===== src/rtl/obi_apb_bridge_pkg.sv =====
// ============================================================================
// Module : obi_apb_bridge_pkg
// Brief  : Shared FSM encoding, PPROT default and index-width helper for the
//          OBI-to-APB bridge.
// Rev    : 1.0  initial release
// ============================================================================
`default_nettype none

package obi_apb_bridge_pkg;

   typedef enum logic [1:0] {
      IDLE   = 2'd0,
      SETUP  = 2'd1,
      ACCESS = 2'd2,
      RESP   = 2'd3
   } state_e;

   localparam logic [2:0] c_PPROT_DEFAULT = 3'b010;

   // A single subordinate still needs a one-bit index field.
   function automatic int idx_width(input int num_apb);
      return (num_apb <= 1) ? 1 : $clog2(num_apb);
   endfunction

endpackage

`default_nettype wire


===== src/rtl/obi_apb_timeout_cnt.sv =====
// ============================================================================
// Module : obi_apb_timeout_cnt
// Brief  : ACCESS-phase cycle counter; flags the cycle on which the count
//          reaches TimeoutCycles (never when TimeoutCycles is 0).
// Rev    : 1.0  initial release
// ============================================================================
`default_nettype none

module obi_apb_timeout_cnt #(
   parameter int TimeoutCycles = 255
) (
   input  logic clk,
   input  logic rst,
   input  logic i_clr,
   input  logic i_en,
   output logic o_expired
);

   localparam int c_CNT_W = (TimeoutCycles > 0) ? $clog2(TimeoutCycles + 1) : 1;
   localparam logic [c_CNT_W-1:0] c_LAST =
      c_CNT_W'((TimeoutCycles > 0) ? (TimeoutCycles - 1) : 0);

   logic [c_CNT_W-1:0] r_cnt;

   always_ff @(posedge clk) begin
      if (rst || i_clr) begin
         r_cnt <= '0;
      end else if (i_en) begin
         r_cnt <= r_cnt + 1'b1;
      end
   end

   // Fires on the cycle whose increment would make the count equal TimeoutCycles.
   assign o_expired = (TimeoutCycles != 0) && i_en && (r_cnt == c_LAST);

endmodule

`default_nettype wire


===== src/rtl/obi_apb_bridge_mc.sv =====
// ============================================================================
// Module : obi_apb_bridge_mc
// Brief  : OBI subordinate to multi-PSEL APB4 master bridge with address
//          decode, registered responses and ACCESS-phase timeout.
// Rev    : 1.0  initial release
// ============================================================================
`default_nettype none

module obi_apb_bridge_mc
   import obi_apb_bridge_pkg::*;
#(
   parameter int         AddrWidth     = 32,
   parameter int         DataWidth     = 32,
   parameter int         NumApb        = 4,
   parameter int         SelLsb        = 12,
   parameter int         TimeoutCycles = 255,
   parameter logic [2:0] Pprot         = c_PPROT_DEFAULT
) (
   input  logic                        clk_i,
   input  logic                        rst_i,
   input  logic                        obi_req_i,
   output logic                        obi_gnt_o,
   input  logic [AddrWidth-1:0]        obi_addr_i,
   input  logic                        obi_we_i,
   input  logic [DataWidth/8-1:0]      obi_be_i,
   input  logic [DataWidth-1:0]        obi_wdata_i,
   output logic                        obi_rvalid_o,
   output logic [DataWidth-1:0]        obi_rdata_o,
   output logic                        obi_err_o,
   output logic [AddrWidth-1:0]        apb_paddr_o,
   output logic [NumApb-1:0]           apb_psel_o,
   output logic                        apb_penable_o,
   output logic                        apb_pwrite_o,
   output logic [DataWidth-1:0]        apb_pwdata_o,
   output logic [DataWidth/8-1:0]      apb_pstrb_o,
   output logic [2:0]                  apb_pprot_o,
   input  logic [NumApb*DataWidth-1:0] apb_prdata_i,
   input  logic [NumApb-1:0]           apb_pready_i,
   input  logic [NumApb-1:0]           apb_pslverr_i
);

   localparam int c_IDX_W = idx_width(NumApb);
   localparam int c_BE_W  = DataWidth / 8;
   localparam logic [c_IDX_W:0] c_NUM_APB = (c_IDX_W + 1)'(NumApb);

   state_e               r_state;
   state_e               w_state_nxt;
   logic [AddrWidth-1:0] r_addr;
   logic                 r_we;
   logic [c_BE_W-1:0]    r_be;
   logic [DataWidth-1:0] r_wdata;
   logic [c_IDX_W-1:0]   r_idx;
   logic [DataWidth-1:0] r_rdata;
   logic                 r_err;

   logic                 w_gnt;
   logic [c_IDX_W-1:0]   w_dec_idx;
   logic                 w_dec_ok;
   logic                 w_pready_sel;
   logic                 w_slverr_sel;
   logic [DataWidth-1:0] w_prdata_sel;
   logic                 w_expired;
   logic [NumApb-1:0]    w_psel;

   assign w_gnt     = obi_req_i && (r_state == IDLE || r_state == RESP) && !rst_i;
   assign w_dec_idx = obi_addr_i[SelLsb +: c_IDX_W];
   assign w_dec_ok  = ({1'b0, w_dec_idx} < c_NUM_APB);

   // Only the latched subordinate's response lines are observed.
   always_comb begin
      w_pready_sel = 1'b0;
      w_slverr_sel = 1'b0;
      w_prdata_sel = '0;
      for (int i = 0; i < NumApb; i++) begin
         if (r_idx == c_IDX_W'(i)) begin
            w_pready_sel = apb_pready_i[i];
            w_slverr_sel = apb_pslverr_i[i];
            w_prdata_sel = apb_prdata_i[i*DataWidth +: DataWidth];
         end
      end
   end

   always_comb begin
      w_psel = '0;
      if (r_state == SETUP || r_state == ACCESS) begin
         for (int i = 0; i < NumApb; i++) begin
            w_psel[i] = (r_idx == c_IDX_W'(i));
         end
      end
   end

   obi_apb_timeout_cnt #(
      .TimeoutCycles (TimeoutCycles)
   ) u_timeout (
      .clk       (clk_i),
      .rst       (rst_i),
      .i_clr     (r_state == SETUP),
      .i_en      ((r_state == ACCESS) && !w_pready_sel),
      .o_expired (w_expired)
   );

   always_comb begin
      w_state_nxt = r_state;
      case (r_state)
         IDLE, RESP: begin
            if (w_gnt) begin
               w_state_nxt = w_dec_ok ? SETUP : RESP;
            end else begin
               w_state_nxt = IDLE;
            end
         end
         SETUP:   w_state_nxt = ACCESS;
         ACCESS: begin
            if (w_pready_sel || w_expired) begin
               w_state_nxt = RESP;
            end
         end
         default: w_state_nxt = IDLE;
      endcase
   end

   always_ff @(posedge clk_i) begin
      if (rst_i) begin
         r_state <= IDLE;
         r_addr  <= '0;
         r_we    <= 1'b0;
         r_be    <= '0;
         r_wdata <= '0;
         r_idx   <= '0;
         r_rdata <= '0;
         r_err   <= 1'b0;
      end else begin
         r_state <= w_state_nxt;
         if (w_gnt) begin
            r_addr  <= obi_addr_i;
            r_we    <= obi_we_i;
            r_be    <= obi_be_i;
            r_wdata <= obi_wdata_i;
            r_idx   <= w_dec_idx;
            if (!w_dec_ok) begin
               r_rdata <= '0;
               r_err   <= 1'b1;
            end
         end
         // pready takes priority over a simultaneous timeout.
         if (r_state == ACCESS) begin
            if (w_pready_sel) begin
               r_rdata <= r_we ? '0 : w_prdata_sel;
               r_err   <= w_slverr_sel;
            end else if (w_expired) begin
               r_rdata <= '0;
               r_err   <= 1'b1;
            end
         end
      end
   end

   assign obi_gnt_o     = w_gnt;
   assign obi_rvalid_o  = (r_state == RESP);
   assign obi_rdata_o   = r_rdata;
   assign obi_err_o     = r_err;
   assign apb_paddr_o   = r_addr;
   assign apb_psel_o    = w_psel;
   assign apb_penable_o = (r_state == ACCESS);
   assign apb_pwrite_o  = r_we;
   assign apb_pwdata_o  = r_wdata;
   assign apb_pstrb_o   = r_we ? r_be : '0;
   assign apb_pprot_o   = Pprot;

endmodule

`default_nettype wire


===== config.mk =====
export PLATFORM = sky130hd
export DESIGN_NAME = obi_apb_bridge_mc
export DESIGN_NICKNAME = d
export VERILOG_FILES = /design/src/rtl/obi_apb_bridge_pkg.sv /design/src/rtl/obi_apb_timeout_cnt.sv /design/src/rtl/obi_apb_bridge_mc.sv
export SDC_FILE = /design/constraint.sdc
export NUM_CORES = 1
export LEC_CHECK = 0
export CAP_MARGIN = 20
export CORE_AREA = 4 4 123 125
export CTS_BUF_LIST = sky130_fd_sc_hd__clkbuf_8
export CTS_CLUSTER_SIZE = 10
export DETAILED_ROUTE_END_ITERATION = 10
export DIE_AREA = 0 0 127 129
export PLACE_DENSITY = 0.92
export SYNTH_ARGS = -nofsm -noshare
export SYNTH_HDL_FRONTEND = slang
export SYNTH_SLANG_ARGS = --single-unit

===== constraint.sdc =====
create_clock -name clk_i -period 4.9 [get_ports clk_i]
set_input_delay 0.49 -clock clk_i [delete_from_list [all_inputs] [get_ports clk_i]]
set_output_delay 0.49 -clock clk_i [all_outputs]
set_load 0.01 [all_outputs]

## Word level (Yosys, flattened, before mapping)

Index checks and enable logic that the tools add are counted.

- Input bits: 208
- Logic and storage cells: 55
- Output and inout bits: 112
- Register bits: 114

- $add $sub $neg: 1
- Reduce and logical (&&, ||, !) cells: 15
- Muxes and demuxes: 22
- Eq/ne operators: 8

Operators with widths:

| kind | count |
|---|---|
| $mux 32 | 7 |
| $mux 1 | 11 |
| $add 8x1->8 const B | 1 |
| $eq 2x2->1 const B | 4 |
| $eq 8x8->1 const B | 1 |
| $mux 4 | 2 |
| $pmux 2 s3 | 1 |
| $eq 2x1->1 const B | 2 |
| $logic_and 1x1->1 | 4 |
| $logic_not 2->1 | 2 |
| $logic_or 1x1->1 | 4 |
| $logic_not 1->1 | 2 |
| $mux 2 | 1 |
| $ne 2x1->1 const B | 1 |
| $reduce_and 2->1 | 1 |
| $reduce_bool 2->1 | 1 |
| $reduce_or 2->1 | 1 |

## Longest topological paths before layout

- Depth in word-level cells: 11
- Gate-level depth with buffers: 9
- Gate-level depth less buffers: 5

## Modules after synthesis

Synthesis repeated with hierarchy kept, for this count alone.

- Cells, all modules: 499
- Area, all modules: 4848.4 um^2

By module, submodules not included:

| module | area each (um^2) | times used | sequential area each (um^2) | cells each |
|---|---|---|---|---|
| obi_apb_bridge_mc | 4479.3 | 1 | 2082.0 | 457 |
| obi_apb_timeout_cnt | 369.1 | 1 | 160.2 | 42 |

## Least setup slack after synthesis

OpenSTA, ideal clock, no wires.

- Kind: reg2out
- Start point: reg r_state[0]
- End point: out obi_gnt_o
- Cell stages (with the launch flop): 7
- Path buffers: 2
- Data arrival time: 1414 ps
- Path slack: 2996 ps
- Required time: 4410 ps
- Cell sequence: dfxtp_1 > inv_1 > ha_1 > clkbuf_1 > nand2_1 > clkbuf_1 > nor2_1

- Cells in the longest elaborated chain, start to end: 4
- Elaborated cells on any way between the ends: 5
- Classes of those cells: eq/ne: 1; reduce/logical: 4

Ends and longest elaborated chain:

| item | line | RTL |
|---|---|---|
| start, declared | obi_apb_bridge_mc.sv:46 | `state_e r_state;` |
| start signal, assigned | obi_apb_bridge_mc.sv:133 | `r_state <= w_state_nxt;` |
| $eq 2x2->1 / $logic_not 2->1 (equally long branches) | obi_apb_bridge_mc.sv:65 | `assign w_gnt = obi_req_i && (r_state == IDLE \|\| r_state == RESP) && !rst_i;` |
| $logic_or 1x1->1 * | obi_apb_bridge_mc.sv:65 |  |
| $logic_and 1x1->1 * (2 in a row) | obi_apb_bridge_mc.sv:65 |  |
| end, declared | obi_apb_bridge_mc.sv:22 | `output logic obi_gnt_o,` |

Mark *: on every way between the ends. The rest lies on a longest branch, timed or not.

==> reports/results.ini <==
[finish]
nNetsFinal=1101
multi_input_area_um2=2990
num-fill-cells=1068
drive_gt1_share_pct=7.73
instances_no_fill=1073
syn_to_final_growth_pct=62.1
antenna_cells=0
area.sequential_um2=2240

[placement]
io_buffers=316
dp_cells=1057
place_hpwl_um=14700
place_congestion=0.798

[timing]
worst_pin_slew_ps=1000
setup_viol=0
rsz0062_at_grt=no
relSlewSlack_pct=33.0
drv_slew=0
fin_tns_setup_ps=0
clock_skew_ps=9.82
post-route-period-util_pct=60.0
finalHoldViolCount=0
period_needed_ps=2940
fmax_mhz=340

[setup_path]
critPathLaunchType=flop
critPathCaptureType=output pin
critPathTopFamily=buffers and inverters
worst_ep_required_time_ps=4410
critPathBufInv=2
critPathMaxStageDelay_ps=810
critPathKind=reg -> out
crit_fanout=22
cp_cell_sequence=buf_4 -> nor3b_1 -> clkdlybuf4s50_1
arrival_ps=2450
slowest_stage=dfxtp_2

[hold_path]
hold_path.class=reg -> reg

[logic_synthesis]
synth-seq-cells=112
yosys_warnings=0
synth_top_cell_by_area=dfxtp_1
synthesis.area_um2=5500
synth_common_cells=142 x nand2_1, 112 x dfxtp_1, 70 x a21oi_1
avgSynthCellArea_um2=8.96
synth_top_cell_area_share_pct=40.8
ys_seq_area_share_pct=40.8
yosysMostFrequentCell=nand2_1
syn_inst=614
synth_ff_type=dfxtp_1
ys_async_sr_fraction_pct=0
synth_edf_count=0
yosysUniqueCellTypes=36
synth_area_leaders=dfxtp_1 41%, mux4_2 14%, nand2_1 9.7%, a21oi_1 6.4%, a211o_1 5.1%

[routing]
post_drt_via_cell_ratio=5.33
wirelength_um=19500
route.detailed.drc=0
routed-via-count=5720
first_pass_iters=5
ant_nets=0
drtIter0Drc=379
wl_per_cell_um=18.2

[floorplanning]
num_io_pins=320
start_util_pct=39.6
die-width_um=127
die_y_um=129
die-area_um2=16400
num_rows=43
core_um2=13900

[clock_tree]
cts_tree=yes
htreeDepth=3
clock_latency_ps=380
clock-sinks=112
clockBufferDepth=2
cts-hold-fix-buffers=0
cts-resized-gates=0
cts_made_buffers=9
cts_root_buf=clkbuf_8
clkTransAtPathRegs_ps=120
cts_setup_buffers=0

[run]
drv_cap=0

[pwr]
p_total_w=0.00295
powerDensity_nw_per_um2=331
power.leakage_nw=3.02
vdd_drop_max_v=0.000344

[global_route]
grt_first_pass_wirelength_um=29600
grt_max_degree=71
grt.total_usage_pct=22.7
grt_pass1_vias=5753
antenna_found_initial=0
grt_overflow=0

[status]
outcome=finished clean

worst min-delay path: cells and delay by family (launching register included):
family,cells,cell delay (ps)
AO/OA/AOI/OAI,1,50
flip-flops,1,330
AND/OR/NAND/NOR,1,50
layout by cell type, fill, tap and decap left out, types with 3 or more instances in the layout:
master             n
inv_1              5
buf_4             10
o31ai_1            3
dfxtp_1          110
nor2_1             6
mux2i_1            3
clkdlybuf4s50_1  315
or4_1              3
nand3_1           34
ha_1               5
nand2_1          141
mux4_2            34
a21boi_1           4
a211o_1           32
nor3b_1            3
o211ai_1          32
a21oi_1           70
conb_1             3
clkbuf_8          10
or3_1              5
and2_1             4
nand2b_1          33
sequential cells by signal (all words and copies together), names as in the netlist:
register and flops:
r_be 4, obi_rdata_o 32, r_state 2, apb_pwdata_o 32
apb_pwrite_o 1, apb_paddr_o 32, u_timeout.r_cnt 8, obi_err_o 1
power breakdown:
part	internal [W]	leakage [nW]	switching (W)
clock network	0.000258	0.109	0.000333
registers	0.00106	0.916	0.000114
logic	0.000624	2.00	0.000559
total	0.00194	3.02	0.00101
cells by family (layout without fill, tap and decap cells):
kind of cell / Yosys count / count (layout) / share of synthesized area (%)
other: 2 / 3 / 0.137
buffers and inverters: 68 / 346 / 5.14
multiplexers: 39 / 39 / 14.9
adder cells (fa/ha/maj): 5 / 5 / 1.14
flip-flops: 112 / 112 / 40.8
AND/OR/NAND/NOR: 242 / 242 / 20.6
AO/OA/AOI/OAI: 146 / 146 / 17.4
final timing paths:
kind,from,endpoint,slack (ps),cells after the start
hold / removal,r_be[1]$_SDFFE_PP0P_,r_be[1]$_SDFFE_PP0P_,460,2
hold reg to reg,r_be[1]$_SDFFE_PP0P_,r_be[1]$_SDFFE_PP0P_,460,2
setup reg to reg,apb_paddr_o[13]$_SDFFE_PP0P_,obi_rdata_o[26]$_SDFFE_PP0P_,2240,4
setup / recovery,apb_paddr_o[12]$_SDFFE_PP0P_,apb_psel_o[1],1960,3
through the flow:
| stage | instance area, um2 | hold slack (ps) | setup slack, ps | util (%) |
|---|---|---|---|---|
| floorplan | 5510 | 432 | 3000 | - |
| global placement | 8710 | 437 | 2330 | 62.7 |
| detailed placement | 8710 | 446 | 2290 | 62.7 |
| CTS | 8920 | 461 | 1830 | 64.2 |
| global route | 8920 | 475 | 1690 | 64.2 |
| finish | 8920 | 459 | 1960 | 64.2 |
per-layer routing:
metal / track usage (%) / vias up / routed length [um]
met1: 24.1 / 2704 / 6930
met3: 9.92 / 30 / 2340
met5: 0 / - / 0
li1: - / 2719 / -
met2: 40.1 / 267 / 9800
met4: 8.01 / 0 / 450
area by class of cell:
| type | count | area share [%] |
|---|---|---|
| Sequential cell | 112 | 25.2 |
| Multi-Input combinational cell | 435 | 33.5 |
| Inverter | 5 | 0.210 |
| Tap cell | 180 | 2.53 |
| Clock inverter | 6 | 0.814 |
| Clock buffer | 10 | 1.54 |
| Timing Repair Buffer | 325 | 36.2 |
Power figures use the tool's default switching activity.
